[src/rtl/uart_tx.sv]
// Byte-wide UART transmitter: start, 8 data bits LSB first, optional parity, 1 or 2 stops.
// A one-entry holding register lets the next byte follow the current frame with no idle gap.
//
// state  | meaning
// IDLE   | line high, waiting for a byte
// START  | driving the start bit (low)
// DATA   | shifting d0..d7 out, LSB first
// PARITY | driving the parity bit
// STOP   | driving stop bit(s), line high
module uart_tx #(
    parameter int clk_freq   = 50000000,
    parameter int baud_rate  = 9600,
    parameter int parity_en  = 0,
    parameter int parity_odd = 0,
    parameter int stop_bits  = 1
) (
    input  logic       clk,
    input  logic       reset_n,
    input  logic [7:0] tx_data,
    input  logic       tx_start,
    output logic       tx_ready,
    output logic       tx_line,
    output logic       tx_busy,
    output logic       tx_done
);

    localparam logic [2:0] IDLE   = 3'd0;
    localparam logic [2:0] START  = 3'd1;
    localparam logic [2:0] DATA   = 3'd2;
    localparam logic [2:0] PARITY = 3'd3;
    localparam logic [2:0] STOP   = 3'd4;

    localparam int          CPB       = clk_freq / baud_rate;
    localparam logic [15:0] BIT_LAST  = 16'(CPB - 1);
    localparam logic        PAR_EN    = (parity_en != 0);
    localparam logic        PAR_ODD   = (parity_odd != 0);
    localparam logic        STOP_LAST = (stop_bits == 2);

    logic [2:0]  state;
    logic [15:0] bit_cnt;
    logic [2:0]  bit_idx;
    logic [7:0]  shift_reg;
    logic        parity_bit;
    logic        stop_cnt;
    logic [7:0]  hold_data;

    logic        bit_end;
    logic        frame_end;
    logic        can_load;
    logic        load_hold;
    logic        load_new;
    logic        load;
    logic [7:0]  load_data;
    logic        queue;

    always_comb begin
        bit_end   = (bit_cnt == 16'd0);
        frame_end = (state == STOP) && bit_end && !stop_cnt;
        can_load  = (state == IDLE) || frame_end;
        load_hold = can_load && !tx_ready;
        load_new  = can_load && tx_ready && tx_start;
        load      = load_hold || load_new;
        load_data = load_hold ? hold_data : tx_data;
        // Once a frame is in flight, an accepted byte waits in the holding register.
        queue     = tx_start && tx_ready && !can_load;
    end

    always_ff @(posedge clk or negedge reset_n) begin
        if (!reset_n) begin
            state      <= IDLE;
            bit_cnt    <= 16'd0;
            bit_idx    <= 3'd0;
            shift_reg  <= 8'd0;
            parity_bit <= 1'b0;
            stop_cnt   <= 1'b0;
            hold_data  <= 8'd0;
            tx_ready   <= 1'b1;
            tx_line    <= 1'b1;
            tx_busy    <= 1'b0;
            tx_done    <= 1'b0;
        end else begin
            tx_done <= frame_end;

            if (load) begin
                state      <= START;
                shift_reg  <= load_data;
                parity_bit <= (^load_data) ^ PAR_ODD;
                bit_cnt    <= BIT_LAST;
                bit_idx    <= 3'd0;
                tx_line    <= 1'b0;
                tx_busy    <= 1'b1;
            end else begin
                case (state)
                    IDLE: begin
                        tx_line <= 1'b1;
                        tx_busy <= 1'b0;
                    end
                    START: begin
                        if (bit_end) begin
                            state   <= DATA;
                            bit_idx <= 3'd0;
                            bit_cnt <= BIT_LAST;
                            tx_line <= shift_reg[0];
                        end else begin
                            bit_cnt <= bit_cnt - 16'd1;
                        end
                    end
                    DATA: begin
                        if (bit_end) begin
                            bit_cnt <= BIT_LAST;
                            if (bit_idx == 3'd7) begin
                                if (PAR_EN) begin
                                    state   <= PARITY;
                                    tx_line <= parity_bit;
                                end else begin
                                    state    <= STOP;
                                    stop_cnt <= STOP_LAST;
                                    tx_line  <= 1'b1;
                                end
                            end else begin
                                bit_idx   <= bit_idx + 3'd1;
                                shift_reg <= {1'b0, shift_reg[7:1]};
                                tx_line   <= shift_reg[1];
                            end
                        end else begin
                            bit_cnt <= bit_cnt - 16'd1;
                        end
                    end
                    PARITY: begin
                        if (bit_end) begin
                            state    <= STOP;
                            stop_cnt <= STOP_LAST;
                            bit_cnt  <= BIT_LAST;
                            tx_line  <= 1'b1;
                        end else begin
                            bit_cnt <= bit_cnt - 16'd1;
                        end
                    end
                    STOP: begin
                        if (frame_end) begin
                            state   <= IDLE;
                            tx_line <= 1'b1;
                            tx_busy <= 1'b0;
                        end else if (bit_end) begin
                            stop_cnt <= 1'b0;
                            bit_cnt  <= BIT_LAST;
                        end else begin
                            bit_cnt <= bit_cnt - 16'd1;
                        end
                    end
                    default: begin
                        state   <= IDLE;
                        tx_line <= 1'b1;
                        tx_busy <= 1'b0;
                    end
                endcase
            end

            if (load_hold) begin
                tx_ready <= 1'b1;
            end else if (queue) begin
                tx_ready  <= 1'b0;
                hold_data <= tx_data;
            end
        end
    end

endmodule

[config.mk]
export PLATFORM = sky130hd
export DESIGN_NAME = uart_tx
export DESIGN_NICKNAME = d
export VERILOG_FILES = /design/src/rtl/uart_tx.sv
export SDC_FILE = /design/constraint.sdc
export NUM_CORES = 1
export LEC_CHECK = 0
export CELL_PAD_IN_SITES_DETAIL_PLACEMENT = 0
export CELL_PAD_IN_SITES_GLOBAL_PLACEMENT = 1
export CORE_ASPECT_RATIO = 0.5
export CORE_UTILIZATION = 35
export DETAILED_ROUTE_END_ITERATION = 12
export PLACE_DENSITY_LB_ADDON = 0.15
export SYNTH_ARGS = -nofsm -noshare
export SYNTH_HDL_FRONTEND = slang
export SYNTH_SLANG_ARGS = --single-unit
[constraint.sdc]
create_clock -name clk -period 4.09 [get_ports clk]
set_input_delay 0.818 -clock clk [delete_from_list [all_inputs] [get_ports clk]]
set_output_delay 0.818 -clock clk [all_outputs]
set_load 0.1 [all_outputs]
==> results.yml <==
sta:
  max_freq_ghz: 0.354
  setup_viol: 0
  rsz0062_at_grt: "false"
  fin_tns_setup_ns: 0
  worst_hold_slack_ns: 0.504
  slew_viol_final: 0
  final.setup_skew_ns: 0.00450
  tightestPinTransition_ns: 0.984
  hold_viol: 0
  period_needed_ns: 2.83
  final.period_utilization_pct: 69.1
  max_slew_margin_pct: 34.4
final_layout:
  nNetsFinal: 262
  drive_above_1_share_pct: 15.7
  largest_reg_flops: 16
  area_delta_synth_final_pct: 13.6
  antenna_cells: 0
  fin_cells: 341
die:
  start_util_pct: 36.4
  die_x_um: 120
  rows: 21
  io_pins: 15
  die_area_um2: 7350
  core_um2: 6730
  die_h_um: 61.1
status:
  status: "finished clean"
worst_hold_path:
  worstHoldStart: "shift_reg[7]"
  hold_end: "shift_reg[7]"
  holdCritPathClass: "reg -> reg"
  hold_path_depth: 1
worst_setup_path:
  r2r_start: "bit_cnt[6]"
  path_delay_family: "buffers and inverters"
  crit_chain: "clkdlybuf4s50_1"
  worstReg2RegEnd: "bit_cnt[14]"
  worstSetupPathDepth: 1
  start_kind: "flop"
  crit_buf_inv: 1
  max_stage_delay_ns: 1.14
  worstRegToRegCells: 5
  rrSetupSlack_ns: 1.31
  endpoint_kind: "output port"
  cp_slowest_cell: "clkdlybuf4s50_1"
  worstPathArrival_ns: 2.01
  worstSetupPathType: "reg -> out"
  crit_required_ns: 3.27
  cp_max_fo: 6
global_routing:
  grt_start_max_net_pins: 43
  grt_overflow: 0
  grt_antenna_before_repair: 0
  grt_pass1_wl_um: 9860
  grt_util_all_layers_pct: 17.3
  grt_pass1_vias: 1946
yosys:
  synth_enable_flop_cells: 0
  synthesis.nets: 255
  synthTopCellsByArea: "dfrtp_1 41%, a21oi_1 4.9%, mux2_2 4.6%"
  ys_seq_area_share_pct: 43.1
  yosysTopAreaCell: "dfrtp_1"
  synth-seq-cells: 42
  synth_cells: 241
  synth_area_um2: 2450
  synth_ff_type: "dfrtp_1"
  yosys_warnings: 0
  synth_top_area_share_pct: 40.9
  yosys.cell_types.count: 64
  avgSynthCellArea_um2: 10.1
  synthArstFlopShare_pct: 100
cts:
  postCtsHoldBufs: 0
  cts_setup_buffers: 0
  cts_tree: "built"
  cts_resized: 0
  cts_sinks: 42
  clockBufferDepth: 2
  cts_inserted_buffers: 5
  cts.clk_slew.worst_paths_ns: 0.06
  clock_latency_ns: 0.28
  clockRootBuffer: "clkbuf_16"
  htreeDepth: 2
flow_run:
  cap_violations: 0
placement:
  io_buffers: 14
  place.gp.congestion: 0.789
  dp_cells: 333
  hpwl_um: 3920
power:
  p_per_area_nw_per_um2: 329
  peakVddDrop_mv: 0.175
  leakagePower_uw: 0.00100
drt:
  drt_iter0_drc: 107
  postRouteAntennaNets: 0
  drtPass1Iterations: 4
  wl_per_cell_um: 16.8
  wl_um: 5740
  drc: 0
  via_per_inst: 5.62
  vias: 1918
## metal layers
metal | vias up | part of all wire, % | global-route usage, %
li1 | 944 | - | -
met1 | 944 | 50 | 23.3
met3 | 3 | 3.7 | 4.54
met2 | 27 | 47 | 29.1
met4 | 0 | 0.17 | 2.65
met5 | - | 0 | 0
## cell type report
cell class	instances	area, µm²
multi-input combinational	181	1290
timing repair buffer	15	143
clock buffer	6	129
clock inverter	2	37.5
inverter	3	11.3
tap	92	115
sequential	42	1050
fill	702	3950
## report_power, final
part	total (µW)	internal [µW]	switching, µW
Combinational	28.2	15.5	12.8
Clock	456	288	168
Sequential	429	425	4.36
Total	913	729	185
## cells by family after synthesis
kind of cell	count (synthesis)	synth area share (%)
AND/OR/NAND/NOR	78	21.0
adder cells (fa/ha/maj)	3	1.53
AO/OA/AOI/OAI	88	24.9
multiplexers	10	4.60
XOR/XNOR	2	0.716
flip-flops	42	43.1
buffers and inverters	18	4.25
## per-stage QoR
stage               power (µW)  util (%)  area [µm²]  setup WS, ns
finish                     913      41.3        2780          1.26
global route               947      41.3        2780          1.05
CTS                        927      41.3        2780          1.25
detailed placement         466      38.8        2610         0.973
global placement           465      38.8        2610          1.12
floorplan                  445         -        2450          1.90
## cell usage after synthesis, types with 4 or more instances
library cell / n
a21oi_1: 24
a221oi_1: 7
buf_2: 5
buf_6: 4
clkbuf_1: 5
dfrtp_1: 40
mux2_2: 10
nand2_1: 13
nand3_1: 5
nor2_1: 16
nor3b_1: 4
o21ai_0: 14
o22ai_1: 4
o31ai_1: 6
or4_1: 8
## worst max path at each step
| stage | start | to | slack [ns] |
|---|---|---|---|
| 2_1_floorplan | tx_ready | bit_idx[0] | 1.90 |
| 3_3_place_gp | tx_start | bit_cnt[14] | 1.12 |
| 3_5_place_dp | tx_start | bit_cnt[14] | 0.97 |
| 4_1_cts | tx_ready | tx_ready | 1.25 |
| 5_1_grt | bit_cnt[6] | bit_cnt[13] | 1.05 |
| 6_report | tx_ready | tx_ready | 1.26 |
## cell usage in the layout, fill, tap and decap left out, types with 2 or more instances in the layout
cell / netlist / routed
dfstp_2: 2 / 2
a211oi_1: 3 / 3
a21oi_1: 24 / 24
a22o_1: 3 / 3
o31ai_1: 6 / 6
a221oi_1: 7 / 7
o21ai_1: 2 / 2
inv_1: 2 / 2
o22ai_1: 4 / 4
or4_1: 8 / 8
o311ai_0: 3 / 3
o221ai_1: 2 / 2
nor2_1: 16 / 16
o21a_1: 2 / 2
nor3b_1: 4 / 4
clkdlybuf4s50_1: 0 / 13
dfrtp_1: 40 / 40
a211oi_2: 3 / 3
o21ai_0: 14 / 14
ha_1: 3 / 3
mux2_2: 10 / 10
nand4b_1: 2 / 2
nand2b_1: 3 / 3
xnor2_1: 2 / 2
nand3_1: 5 / 5
or2_1: 2 / 2
a31oi_1: 2 / 2
nor3_1: 3 / 3
or3_1: 3 / 3
a21boi_0: 2 / 2
nand2_1: 13 / 13
nand4_1: 2 / 2
clkbuf_16: 0 / 5
No activity file was read; power rests on OpenSTA's default activity.
